## config.mk

```make
export PLATFORM = sky130hd
export DESIGN_NAME = imm_encoder
export DESIGN_NICKNAME = d
export VERILOG_FILES = /design/src/rtl/imm_encoder.sv
export SDC_FILE = /design/constraint.sdc
export NUM_CORES = 1
export LEC_CHECK = 0
export BUFFER_PORTS_ARGS = -buffer_cell sky130_fd_sc_hd__buf_2
export CORE_ASPECT_RATIO = 1.5
export CORE_MARGIN = 4
export CORE_UTILIZATION = 45
export CTS_CLUSTER_SIZE = 28
export DETAILED_ROUTE_END_ITERATION = 6
export GPL_TIMING_DRIVEN = 1
export PLACE_DENSITY = 0.75
export SYNTH_ARGS = -nofsm -noshare
export SYNTH_HDL_FRONTEND = slang
export SYNTH_SLANG_ARGS = --single-unit
```

## constraint.sdc

```tcl
create_clock -name clk -period 3.8 [get_ports clk]
set_input_delay 0 -clock clk [delete_from_list [all_inputs] [get_ports clk]]
set_output_delay 0 -clock clk [all_outputs]
set_load 0.02 [all_outputs]
```

## src/rtl/imm_encoder.sv

```systemverilog
// imm_encoder: load-immediate expander.
// Turns a 32-bit constant plus a destination register into the shortest MIPS
// I-type sequence that rebuilds it (addiu / ori / lui / lui+ori), streamed out
// one word at a time.
//
// Optional feature macro: LI_ADDIU_EN
//   defined   -> sign-extendable constants use a single addiu.
//   undefined -> no addiu is emitted; such constants fall through to ori/lui/lui+ori.
//
// Handshake (both ports): a transfer happens on a rising clk edge where
// valid & ready are both high. A producer never withdraws valid or changes its
// payload while waiting for ready, and ready never depends on valid.
// in_ready is decoded from the state register alone.
module imm_encoder #(
  parameter logic [5:0] OPC_ADDIU = 6'h09,
  parameter logic [5:0] OPC_ORI   = 6'h0D,
  parameter logic [5:0] OPC_LUI   = 6'h0F,
  parameter int         CNT_W     = 16
) (
  input  logic             clk,
  input  logic             reset,
  input  logic             in_valid,
  output logic             in_ready,
  input  logic [4:0]       in_rt,
  input  logic [31:0]      in_value,
  output logic             out_valid,
  input  logic             out_ready,
  output logic [31:0]      out_instr,
  output logic             out_last,
  output logic [CNT_W-1:0] word_count,
  output logic [1:0]       dbgState
);

  typedef enum logic [1:0] {
    IDLE  = 2'd0,
    EMIT1 = 2'd1,
    EMIT2 = 2'd2
  } stateT;

  stateT       state;
  stateT       nextState;
  logic [31:0] pendWord;   // second word of the lui+ori form, held until EMIT2
  logic        pendTwo;    // current request needs the second word

  logic        useA;
  logic        useB;
  logic        useC;
  logic [31:0] firstWord;
  logic [31:0] secondWord;
  logic        twoWord;
  logic        accept;
  logic        handoff;

  assign in_ready  = (state == IDLE);
  assign out_valid = (state != IDLE);
  assign accept    = in_valid & in_ready;
  assign handoff   = out_valid & out_ready;
  assign dbgState  = state;

  // Pick the shortest form for the incoming constant; first match wins.
  always_comb begin
`ifdef LI_ADDIU_EN
    useA = (&in_value[31:15]) | ~(|in_value[31:15]);
`else
    useA = 1'b0;
`endif
    useB       = ~(|in_value[31:16]);
    useC       = ~(|in_value[15:0]);
    twoWord    = 1'b0;
    secondWord = {OPC_ORI, in_rt, in_rt, in_value[15:0]};
    if (useA) begin
      firstWord = {OPC_ADDIU, 5'd0, in_rt, in_value[15:0]};
    end else if (useB) begin
      firstWord = {OPC_ORI, 5'd0, in_rt, in_value[15:0]};
    end else if (useC) begin
      firstWord = {OPC_LUI, 5'd0, in_rt, in_value[31:16]};
    end else begin
      firstWord = {OPC_LUI, 5'd0, in_rt, in_value[31:16]};
      twoWord   = 1'b1;
    end
  end

  // Next-state logic: advance only on handshakes.
  always_comb begin
    nextState = state;
    case (state)
      IDLE:    if (in_valid) nextState = EMIT1;
      EMIT1:   if (out_ready) nextState = pendTwo ? EMIT2 : IDLE;
      EMIT2:   if (out_ready) nextState = IDLE;
      default: nextState = IDLE;
    endcase
  end

  // State, output word registers and the handoff counter.
  always_ff @(posedge clk) begin
    if (reset) begin
      state      <= IDLE;
      out_instr  <= 32'd0;
      out_last   <= 1'b0;
      pendWord   <= 32'd0;
      pendTwo    <= 1'b0;
      word_count <= '0;
    end else begin
      state <= nextState;
      if (accept) begin
        out_instr <= firstWord;
        out_last  <= ~twoWord;
        pendWord  <= secondWord;
        pendTwo   <= twoWord;
      end else if ((state == EMIT1) && out_ready && pendTwo) begin
        out_instr <= pendWord;
        out_last  <= 1'b1;
      end
      if (handoff) begin
        word_count <= word_count + CNT_W'(1);
      end
    end
  end

endmodule

```

# ---- Yosys cells after proc, flatten, opt, wreduce, memory -nomap -nowiden
# Index checks and enable logic that the tools add are counted.
dict set report classes {
  addsub 1
  multipliers 0
  div 0
  magnitude_cmp 0
  n_eq_ne 5
  n_shift 0
  n_mux 12
  bitwise_logic 3
  reduce_logical 8
}
# operator count
set op_table {}
lappend op_table {{32-bit 2-to-1 mux} 2}
lappend op_table {{16-bit OR reduction} 2}
lappend op_table {{28-bit 2-to-1 mux} 1}
lappend op_table {{16-bit by 1-bit adder with 16-bit output, second input constant} 1}
lappend op_table {{2-bit 2-to-1 mux} 4}
lappend op_table {{2-bit inequality test, second input constant} 3}
lappend op_table {{2-bit one-hot mux with 3 select lines} 1}
lappend op_table {{1-bit 2-to-1 mux} 4}
lappend op_table {{2-bit nonzero test} 2}
lappend op_table {{3-bit AND reduction} 1}
lappend op_table {{1-bit AND} 2}
lappend op_table {{2-bit by 1-bit equality test with 1-bit output, second input constant} 1}
lappend op_table {{2-bit equality test, second input constant} 1}
lappend op_table {{1-bit logical AND} 2}
lappend op_table {{2-bit zero test} 1}
lappend op_table {{1-bit inverter} 1}
dict set report word_totals {
  regBits 79
  latchBits 0
  mem_bits_rw 0
  mem_bits_ro 0
  input_bits 41
  output_inout_bits 53
  wordCells 35
  memories 0
}

# ---- Longest topological paths before layout
# Gate-level depths: netlist (run 1).
dict set report depth {
  word_depth 5
  mapped_depth 7
  ltp_nobuf 5
}

# ---- Worst setup path after synthesis (run 1)
# Ideal clock, no wire load.
dict set report synth_timing {
  kind {reg2reg}
  from {register state[1] (netlist: dbgState[1])}
  to {register out_instr[10]}
  setup_ns 0.121
  t_arrival_ns 1.548
  t_required_ns 3.679
  setup_slack_ns 2.132
  path_stages_with_launch 7
  path_buffers 2
  period_less_slack_ns 1.668
  path_cell_list {dfxtp_1 -> buf_2 -> nor2_2 -> nand2_1 -> clkbuf_1 -> a211oi_1 -> nor3_1}
}
dict set report synth_via {
  word_cells_on_any_way 7
  classes_between {eq/ne (1); mux (1); bitwise (1); reduce/logical (4)}
}
# item line_no
set synth_lines {}
lappend synth_lines {{from (decl)} 40} ;# stateT state;
lappend synth_lines {{from (signal assigned)} 104} ;# state <= nextState;
lappend synth_lines {{2-bit zero test *} 54} ;# assign in_ready = (state == IDLE);
lappend synth_lines {{via in_ready} 23} ;# output logic in_ready,
lappend synth_lines {{1-bit AND *} 56} ;# assign accept = in_valid & in_ready;
lappend synth_lines {{32-bit 2-to-1 mux / 2-bit nonzero test (equally long branches)} -}
lappend synth_lines {{to (signal assigned)} 106} ;# out_instr <= firstWord;
lappend synth_lines {{to (signal assigned)} 111} ;# out_instr <= pendWord;
lappend synth_lines {{to (decl)} 28} ;# output logic [31:0] out_instr,
# Mark *: on every way through the listed nets, which the timed path passes. The rest lies on a longest branch.
# A chain may end at the register's enable or synchronous reset.

# ---- Worst setup path in the final report (run 1)
dict set report layout_timing {
  from {register state[0] (netlist: dbgState[0])}
  to {register out_instr[6]}
}
dict set report layout_via {
  elab_chain_cells 4
  word_cells_on_any_way 7
  classes_between {eq/ne (1); mux (1); bitwise (1); reduce/logical (4)}
}
# item line_no
set layout_rtl {}
lappend layout_rtl {{2-bit by 1-bit equality test with 1-bit output} 110} ;# end else if ((state == EMIT1) && out_ready && pendTwo) begin
lappend layout_rtl {{1-bit logical AND (2 in a row)} 110}
lappend layout_rtl {{2-bit nonzero test (no line)} -}
# Several ways; a longest one is shown, not always the timed one.

==> impl_results.md, run 1 <==
* Clk pin slew, worst setup/hold paths at 0.08 ns
* Xor and xnor area share after synthesis at 0.03587
* Required @ worst endpoint at 4.03 ns
* Clock power share at 0.336
* Max_cap viols at 0
* Worst setup path class: reg -> reg
* Die height at 106.8 µm
* Synth Register Bits at 70
* Post-Synth Simple-Gate Area at 0.2310
* Antenna cells at 0
* Post-synthesis sequential area ratio at 0.4782
* Number of vias per cell at 5.283
* Maximum vdd drop at 0.0002325 V
* Final Hold Viols at 0
* Cell area after synthesis at 0.002930 mm²
* Cell-internal power at 0.001146 W
* DIE AREA at 0.007893 mm²
* DRC errors left at 0
* Top cells by area, synth: dfxtp_1 (48%), nand2_1 (7.0%), nor2_1 (5.6%), a21oi_1 (5.3%), a211oi_1 (4.1%)
* Final setup violation count at 0
* Clk_skew at 0.01326 ns
* CP peak stage delay at 0.67 ns
* Clock Path Buffers at 2
* Slew @ Worst Pin at 1.129 ns
* Num ports at 94
* Post-route minimum period at 2.492 ns
* Fin. max-slew vios at 0
* Top post-synthesis cells by count: dfxtp_1 (70), nand2_1 (55), nor2_1 (44)
* Core area at 0.006218 mm²
* Initial antenna violation count at 0
* Initial DRC Count at 221
* Sum Neg Setup Slack at 0 ns
* Hold_buf cts at 39
* Post-Route WL at 8.096 mm
* Metal-1 WL at 3.157 mm
* Sw Ratio at 0.2724
* ANT nets after route at 0
* Synthesis-to-finish area growth at 34.33%
* PortBufs at 91
* CTS tree: yes
* Initial Utilization at 0.4712
* Clock sink count at 70
* Combinational fraction of design power at 0.157
* Vias in the first global route at 2825
* Worst hold margin at 0.008590 ns
* Final Wtd Congestion at 0.7932
* Post-synth EDFFs at 0
* Master of the slowest instance on the critical path: nand2_1
* Share of the synthesized area in the top cell type at 0.4782
* Root Driver: clkbuf_8
* Tot GR Track Use at 0.2123
* Top routing layer in use: met4
* Worst slew margin at 0.2453
* Async set-reset flop share out of synthesis at 0
* Adder-Cell Fraction of Synth Area at 0.004270
* Synth Flop Type: dfxtp_1
* Cells after Synth at 349
* Power Density at 400.1 mW/mm²
* RSZ-0062 raised after global routing: no
* Fill count at 533
* Clk Latency, worst-skew pair at 0.35 ns
* Nets at 511
* Global-route wire length before repair at 13.08 mm
* Rows at 35
* Period Utilization, post-route at 0.6559
* R2R setup slack at 1.31 ns
* CP Launch Type: register
* Post-CTS setup buffers at 0
* H-tree depth at 3
* HPWL Detailed at 5.098 mm
* Most numerous cell in the Yosys netlist: dfxtp_1
* Die width at 73.89 µm
* WL met3 at 531 µm
* Classification of the worst-slack hold path: in -> reg
* Main combinational cell family by area after synthesis: simple AND/OR/NAND/NOR gates
* Leading area contributor after synthesis: dfxtp_1
* Flop pwr share at 0.507
* CP max FO at 35
* Final Util at 0.6330
* Yosys warns at 0
* Status: completed
* Largest net degree at the start of global routing at 51
* Post-synthesis compound-gate area fraction at 0.1503
* Fmax at 0.4012 GHz
* Placed Instances at 493
* Worst path cell trace: nor2_2, nand2_1, a211oi_1, dlygate4sd3_1, nor3_1
* Grt total ovfl at 0
* CP Capture Type: register
* Power Total at 0.001575 W
* Fraction of layout instances using a drive strength above 1 at 0.2495
* Distinct cells, synth at 37
* First drt pass iteration count at 4
* Top cell family by delay on the critical path: simple AND/OR/NAND/NOR gates
* Final Non-Filler Cells at 547
* Worst Path Buf+Inv at 1
* Post-cts gate resize count at 0
* Synth Area per Inst at 8.396 µm²
* NetSw at 0.0004289 W
* Routed length per instance at 14.80 µm
* Leak at 1.724 nW
* WP data arrival at 2.72 ns
* Met2 wire length at 4.179 mm
* Total number of vias at 2890
* Total CTS buffers at 9
* Mux contribution to synthesized area at 0.04697
-- kinds of logic after synthesis --
| logic type | Yosys count |
|---|---|
| AND/OR/NAND/NOR | 147 |
| AO/OA/AOI/OAI | 72 |
| flip-flops | 70 |
| buffers and inverters | 33 |
| multiplexers | 13 |
| XOR/XNOR | 12 |
| adder cells (fa/ha/maj) | 1 |
| other | 1 |
-- final timing paths --
kind,start,end,cells after the start
worst max-delay path,dbgState[0]$_SDFFE_PP0P_,out_instr[6]$_SDFFE_PP0P_,5
worst min-delay path,out_ready,dbgState[0]$_SDFFE_PP0P_,2
worst max register to register,dbgState[0]$_SDFFE_PP0P_,out_instr[6]$_SDFFE_PP0P_,5
worst min register to register,pendWord[1]$_SDFFE_PP0P_,pendWord[1]$_SDFFE_PP0P_,2
-- cells in the final DEF, fill, tap and decap left out, types with 13 or more instances in the layout --
cell type      Yosys  routed
a211oi_1          16      16
a21oi_1           31      31
buf_2              8      91
dfxtp_1           70      70
dlygate4sd3_1      0      39
nand2_1           55      55
nor2_1            44      44
nor3_1            19      19
nor4_1            13      13
o21ai_0           18      18
-- area by class of cell --
cell class,count,area (µm²),share of cell area
Inverter,9,33.78,0.008582
Sequential cell,70,1401,0.3560
Multi-Input combinational cell,247,1380,0.3506
Tap cell,74,92.59,0.02352
Clock buffer,14,162.7,0.04132
Timing Repair Buffer,132,860.8,0.2187
Clock inverter,1,5.005,0.001271
-- flip-flops by register name, summed over array words and instances (netlist names) --
name	count
pendWord	22
out_instr	28
word_count	16
out_last	1
dbgState	2
pendTwo	1
-- power groups by stage --
stage,Sequential [W],Combinational (W),Clock [W]
2_1_floorplan,0.000840,0.000111,0
3_3_place_gp,0.000813,0.000210,0
3_5_place_dp,0.000815,0.000213,0
4_1_cts,0.000798,0.000244,0.000540
5_1_grt,0.000803,0.000272,0.000575
6_report,0.000799,0.000248,0.000529
-- routing by layer --
metal  vias up  GRT usage
met3        21    0.05535
met1      1322     0.2396
met4         0     0.1023
met2       107     0.3610
li1       1440          -
met5         -          0
-- stage by stage --
step                cell area, µm²  worst slack [ns]
floorplan                     2934             2.132
global placement              3378             1.696
detailed placement            3378             1.635
CTS                           3936             1.317
global route                  3936             1.101
finish                        3936             1.308
(Power assumes the default switching activity.)
==> inputs of run 2 (changes only) <==
--- a/config.mk
+++ b/config.mk
@@ -12,7 +12,7 @@
 export CTS_CLUSTER_SIZE = 28
 export DETAILED_ROUTE_END_ITERATION = 6
 export GPL_TIMING_DRIVEN = 1
-export PLACE_DENSITY = 0.75
+export PLACE_DENSITY = 0.78
 export SYNTH_ARGS = -nofsm -noshare
 export SYNTH_HDL_FRONTEND = slang
 export SYNTH_SLANG_ARGS = --single-unit
==> constraint.sdc (replaced) <==
create_clock -name clk -period 2.22 [get_ports clk]
set_input_delay 0 -clock clk [delete_from_list [all_inputs] [get_ports clk]]
set_output_delay 0 -clock clk [all_outputs]
set_load 0.02 [all_outputs]
==> run 2 against run 1 <==
Against the previous run: die area did not move; first-iteration DRC count is 9.5% higher; clock skew down 0.0041 ns; register-to-register slack got worse by 0.91 ns; combinational power is 73% higher; largest cell class unchanged; core utilization increased by 1.5 points; sequential cell count unchanged; critical path depth is 1 higher; largest power group unchanged.
==> impl_results.md, run 2 (synthesized netlist as in run 1, its figures left out) <==
* Status: completed
* DRC errors left at 0 (unchanged)
* Synthesis-to-finish area growth at 37.57%
* ANT nets after route at 0 (unchanged)
* NetSw at 0.0007560 W (+76%)
* Power Total at 0.002954 W (+88%)
* CP Launch Type: primary input
* Post-route minimum period at 1.955 ns
* Combinational fraction of design power at 0.146 (-0.011)
* Cells on worst reg2reg path at 4 (-1)
* Reg-to-Reg Start: dbgState[0]$_SDFFE_PP0P_
* Max_cap viols at 0 (unchanged)
* Number of flip-flops in the largest register at 28 (unchanged)
* M1 GR Usage at 0.2300 (-0.009602)
* Initial antenna violation count at 0 (unchanged)
* Vias in the first global route at 2959 (+4.7%)
* CP Capture Type: register
* Total CTS buffers at 9 (unchanged)
* DIE AREA at 0.007893 mm² (unchanged)
* HPWL Detailed at 5.339 mm (+4.7%)
* Slew @ Worst Pin at 0.6481 ns (-0.4812 ns)
* Total number of vias at 2940 (+1.7%)
* Biggest regs: out_instr x28, pendWord x22, word_count x16
* Clk Latency, worst-skew pair at 0.33 ns (-0.02 ns)
* Antenna cells at 0 (unchanged)
* Global-route wire length before repair at 13.19 mm (+0.84%)
* Master of the slowest instance on the critical path: and4_1
* Root Driver: clkbuf_8
* Initial Utilization at 0.4712 (unchanged)
* CP peak stage delay at 0.70 ns (+0.03 ns)
* Grt met3 use at 0.03940 (-0.01595)
* Power Density at 732.9 mW/mm² (+83%)
* Final setup violation count at 0 (unchanged)
* Largest net degree at the start of global routing at 47 (-7.8%)
* Biggest register: out_instr
* Nets at 515 (+0.78%)
* Reg2reg end: out_instr[5]$_SDFFE_PP0P_
* Num ports at 94 (unchanged)
* WP data arrival at 2.21 ns (-0.51 ns)
* Core area at 0.006218 mm² (unchanged)
* Fraction of layout instances using a drive strength above 1 at 0.2636 (+0.01413)
* Leak at 1.772 nW (+2.8%)
* Final Wtd Congestion at 0.8718 (+9.9%)
* PortBufs at 91 (unchanged)
* Rows at 35 (unchanged)
* Grt peak-use layer: met2
* Flop pwr share at 0.463 (-0.044)
* Worst Setup EP: out_instr[5]$_SDFFE_PP0P_
* H-tree depth at 3 (unchanged)
* CTS tree: yes
* Sum Neg Setup Slack at 0 ns (unchanged)
* Die height at 106.8 µm (unchanged)
* Cell-internal power at 0.002198 W (+92%)
* Classification of the worst-slack hold path: in -> reg
* Critical Path Source: in_value[27]
* Die width at 73.89 µm (unchanged)
* Met2 GRT Util at 0.3687 (+0.007614)
* First drt pass iteration count at 5 (+1)
* RSZ-0062 raised after global routing: no
* Commonest non-fill, non-tap cells in the layout: buf_2 (91), dfxtp_1 (70), nand2_1 (55)
* Post-cts gate resize count at 0 (unchanged)
* Post-Route WL at 8.066 mm (-0.37%)
* Clk pin slew, worst setup/hold paths at 0.08 ns (about the same)
* Maximum vdd drop at 0.0004031 V (+73%)
* Final Hold Viols at 0 (unchanged)
* R2R setup slack at 0.40 ns (-0.91 ns)
* Sw Ratio at 0.2559 (-0.01648)
* Clock power share at 0.392 (+0.056)
* CP max FO at 18 (-49%)
* Clock sink count at 70 (unchanged)
* Routed length per instance at 14.61 µm (-1.3%)
* Tot GR Track Use at 0.2149 (+0.002569)
* Fmax at 0.5116 GHz
* Number of vias per cell at 5.326 (+0.81%)
* Worst setup path class: in -> reg
* Period Utilization, post-route at 0.8805
* Worst path cell trace: dlygate4sd3_1, buf_2, nor4_1, and4_1, a211oi_1, nor3_1
* Initial DRC Count at 242 (+9.5%)
* Grt total ovfl at 0 (unchanged)
* Worst slew margin at 0.5679 (+0.3226)
* Clk_skew at 0.009169 ns (-0.004089 ns)
* Required @ worst endpoint at 2.47 ns (-1.56 ns)
* Fin. max-slew vios at 0 (unchanged)
* Final Util at 0.6483 (+0.01529)
* Commonest non-fill, non-tap cell in the layout: buf_2
* Clock Path Buffers at 2 (unchanged)
==> run 2: cell types whose count changed in the layout (fill, tap and decap cells not counted) <==
cell and change:
buf_4 +4, bufinv_16 +2, clkbuf_1 -3, clkinv_4 +1, clkinvlp_4 +1
==> run 2: worst min-delay path by stage <==
stage	start	to	cells past startpoint
after global placement	in_value[10]	pendWord[10]$_SDFFE_PP0P_	3
final	out_ready	dbgState[1]$_SDFFE_PP0P_	4
after CTS	out_ready	dbgState[1]$_SDFFE_PP0P_	4
after global routing	reset	word_count[5]$_SDFFE_PP0P_	2
after detailed placement	in_value[10]	pendWord[10]$_SDFFE_PP0P_	3
after floorplan	reset	dbgState[0]$_SDFFE_PP0P_	1
==> run 2: area by class of cell <==
class | count | area, µm²
flip-flops and latches | 70 | 1401
clock buffers | 11 | 151.4
repair buffers | 136 | 890.9
well taps | 74 | 92.59
inverters | 9 | 33.78
multi-input cells | 247 | 1380
clock inverters | 5 | 81.33
fillers | 524 | 2187
==> run 2: per-stage QoR <==
stage	instances	cell area, µm²	setup WS, ns	hold WS, ns
CTS	552	4031	0.4045	0.04513
global placement	497	3408	0.5088	0.2694
floorplan	350	2934	0.5515	0.09102
detailed placement	497	3408	0.4302	0.2734
global route	552	4031	0.1980	0.07674
finish	552	4031	0.2652	0.06568
==> run 2: per-layer routing <==
layer,wire length [µm],vias up
met5,0,-
met1,2937,1340
met4,371,0
met3,468,35
met2,4289,113
li1,-,1452
==> run 2: critical path, delay by kind of cell <==
family	cells	cell delay (ns)
simple gates	3	1.31
buf+inv	2	0.70
compound gates	1	0.20
==> run 2: power groups by stage <==
| stage | Combinational [W] | Sequential [W] | Clock [W] |
|---|---|---|---|
| after floorplan | 0.000190 | 0.00144 | 0 |
| after global placement | 0.000365 | 0.00139 | 0 |
| after detailed placement | 0.000371 | 0.00140 | 0 |
| after CTS | 0.000425 | 0.00137 | 0.00119 |
| after global routing | 0.000472 | 0.00137 | 0.00124 |
| final | 0.000430 | 0.00137 | 0.00116 |
==> run 2: what timing repair did <==
action | 4_1_cts | 5_1_grt
hold endpoints to repair | 43 | 0
setup buffers | 0 | 0
hold buffers | 39 | 0
==> inputs of run 3 (changes only) <==
--- a/config.mk
+++ b/config.mk
@@ -5,14 +5,18 @@
 export SDC_FILE = /design/constraint.sdc
 export NUM_CORES = 1
 export LEC_CHECK = 0
+export ABC_CLOCK_PERIOD_IN_PS = 2220
 export BUFFER_PORTS_ARGS = -buffer_cell sky130_fd_sc_hd__buf_2
+export CELL_PAD_IN_SITES_DETAIL_PLACEMENT = 0
+export CELL_PAD_IN_SITES_GLOBAL_PLACEMENT = 1
 export CORE_ASPECT_RATIO = 1.5
 export CORE_MARGIN = 4
-export CORE_UTILIZATION = 45
+export CORE_UTILIZATION = 33
 export CTS_CLUSTER_SIZE = 28
 export DETAILED_ROUTE_END_ITERATION = 6
 export GPL_TIMING_DRIVEN = 1
 export PLACE_DENSITY = 0.78
+export RECOVER_POWER = 100
 export SYNTH_ARGS = -nofsm -noshare
 export SYNTH_HDL_FRONTEND = slang
 export SYNTH_SLANG_ARGS = --single-unit
==> run 3 against run 2 <==
Against the previous run: the flow now finishes with violations (hold timing); clock power up 25%; critical endpoint is now pendTwo$_SDFFE_PP0P_; worst setup slack improved by 0.030 ns; clock skew shrank 0.0014 ns; via count down 3.9%; sequential cell count did not move; count of clock-buffer cells in the layout increased by 1; final cell count increased by 5.6%; combinational power decreased by 5.1%.
==> impl_results.md, run 3 (synthesized netlist as in run 1, its figures left out) <==
* Rows at 41 (+17%)
* Die height at 123.4 µm (+16%)
* Clock Path Buffers at 2 (unchanged)
* Sum Neg Setup Slack at 0 ns (unchanged)
* Master of the slowest instance on the critical path: and4_1
* Total CTS buffers at 9 (unchanged)
* H-tree depth at 3 (unchanged)
* Commonest non-fill, non-tap cells in the layout: dfxtp_1 (70), nand2_1 (55), clkbuf_1 (53)
* Worst hold margin at -0.03597 ns (-0.1016 ns)
* CTS tree: yes
* Initial Utilization at 0.3441 (-0.1271)
* Die width at 84.94 µm (+15%)
* Grt total ovfl at 0 (unchanged)
* HPWL Detailed at 5.558 mm (+4.1%)
* CP peak stage delay at 0.69 ns (about the same)
* DRC errors left at 0 (unchanged)
* Post-route minimum period at 1.925 ns (-0.03011 ns)
* Cells on worst reg2reg path at 4 (unchanged)
* Final setup violation count at 0 (unchanged)
* Fill count at 880 (+68%)
* Final Hold Viols at 1 (+1)
* WP data arrival at 2.11 ns (-0.10 ns)
* Core area at 0.008516 mm² (+37%)
* Clk_skew at 0.007753 ns (-0.001415 ns)
* Leak at 1.570 nW (-11%)
* WHS Path Cells at 2 (-2)
* Total number of vias at 2826 (-3.9%)
* Biggest register: out_instr
* Worst path cell trace: dlygate4sd3_1, buf_2, nor4_1, and4_1, nand3b_1, a21oi_1
* Period Utilization, post-route at 0.8670 (-0.01356)
* Antenna cells at 0 (unchanged)
* WHS Endpoint: dbgState[0]$_SDFFE_PP0P_
* Routed length per instance at 14.13 µm (-3.3%)
* CP max FO at 18 (unchanged)
* Tot GR Track Use at 0.1642 (-0.05074)
* Worst slew margin at 0.5663 (-0.001629)
* Initial DRC Count at 100 (-59%)
* Number of vias per cell at 4.847 (-9.0%)
* DIE AREA at 0.01048 mm² (+33%)
* RSZ-0062 raised after global routing: no
* CP Launch Type: primary input
* Largest net degree at the start of global routing at 50 (+6.4%)
* Synthesis-to-finish area growth at 37.79%
* Clk pin slew, worst setup/hold paths at 0.05 ns (-0.03 ns)
* Root Driver: clkbuf_16
* Worst setup path class: in -> reg
* Post-cts gate resize count at 0 (unchanged)
* Number of flip-flops in the largest register at 28 (unchanged)
* Nets at 513 (-0.39%)
* Min-delay src: out_ready
* Fmax at 0.5196 GHz (+1.6%)
* Reg-to-Reg Start: dbgState[0]$_SDFFE_PP0P_
* Power Density at 799.8 mW/mm² (+9.1%)
* R2R setup slack at 0.31 ns (-0.09 ns)
* Clk Latency, worst-skew pair at 0.33 ns (about the same)
* First drt pass iteration count at 4 (-1)
* Failing checks: hold timing
* Initial antenna violation count at 0 (unchanged)
* PortBufs at 91 (unchanged)
* Num ports at 94 (unchanged)
* Max_cap viols at 0 (unchanged)
* Biggest regs: out_instr x28, pendWord x22, word_count x16
* Classification of the worst-slack hold path: in -> reg
* Global-route wire length before repair at 13.59 mm (+3.0%)
* Commonest non-fill, non-tap cell in the layout: dfxtp_1
* Fin. max-slew vios at 0 (unchanged)
* CP Capture Type: register
* Fraction of layout instances using a drive strength above 1 at 0.1471 (-0.1165)
* Post-Route WL at 8.236 mm (+2.1%)
* Maximum vdd drop at 0.0004308 V (+6.9%)
* Vias in the first global route at 2808 (-5.1%)
* Required @ worst endpoint at 2.40 ns (-0.07 ns)
* Status: finished with violations
* ANT nets after route at 0 (unchanged)
* Clock sink count at 70 (unchanged)
* Final Wtd Congestion at 0.7688 (-12%)
* Slew @ Worst Pin at 0.6505 ns (+0.002443 ns)
* Reg2reg end: out_instr[28]$_SDFFE_PP0P_
[run 3: worst max path at each step]
stage / from / endpoint / slack (ns)
2_1_floorplan: dbgState[1]$_SDFFE_PP0P_ / out_instr[10]$_SDFFE_PP0P_ / 0.55
3_3_place_gp: in_value[27] / pendTwo$_SDFFE_PP0P_ / 0.44
3_5_place_dp: dbgState[0]$_SDFFE_PP0P_ / out_instr[12]$_SDFFE_PP0P_ / 0.36
4_1_cts: in_value[19] / pendTwo$_SDFFE_PP0P_ / 0.27
5_1_grt: dbgState[0]$_SDFFE_PP0P_ / out_instr[12]$_SDFFE_PP0P_ / 0.11
6_report: in_value[19] / pendTwo$_SDFFE_PP0P_ / 0.30
[run 3: power by group]
group	switching, W	total [W]	internal, W
combinational	0.000247	0.000408	0.000162
clock	0.000517	0.00145	0.000934
sequential	0.0000423	0.00137	0.00133
[run 3: cell type report]
| cell class | count | area (µm²) | share of cell area |
|---|---|---|---|
| inverter | 9 | 33.78 | 0.008367 |
| clock inverter | 4 | 53.80 | 0.01333 |
| clock buffer | 12 | 256.5 | 0.06353 |
| tap | 107 | 133.9 | 0.03316 |
| sequential | 70 | 1401 | 0.3471 |
| multi-input combinational | 247 | 1358 | 0.3362 |
| timing repair buffer | 134 | 800.8 | 0.1983 |
[run 3: critical path: cells and delay by family]
| kind | cells | cell delay, ns |
|---|---|---|
| compound gates | 1 | 0.08 |
| buf+inv | 2 | 0.68 |
| simple gates | 3 | 1.36 |
[run 3: stage by stage]
step | power, W | worst slack [ns] | utilization | area [µm²] | cells
final | 0.003229 | 0.2953 | 0.4741 | 4038 | 583
after global routing | 0.003395 | 0.1148 | 0.4741 | 4038 | 583
after CTS | 0.003295 | 0.2728 | 0.4850 | 4130 | 583
after detailed placement | 0.001776 | 0.3604 | 0.4051 | 3450 | 530
after global placement | 0.001769 | 0.4428 | 0.4051 | 3450 | 530
after floorplan | 0.001628 | 0.5515 | - | 2934 | 350
[run 3: timing repair]
action	4_1_cts	5_1_grt
setup buffers	0	0
endpoints found under the hold margin	42	0
hold buffers	37	0
[run 3: layer usage]
metal	GRT usage	share of wire	wire length [µm]	vias to the layer above
met3	0.04600	0.053	437	14
met1	0.1869	0.41	3415	1290
li1	-	-	-	1440
met4	0.07327	0.023	186	0
met5	0	0	0	-
met2	0.2840	0.51	4196	82
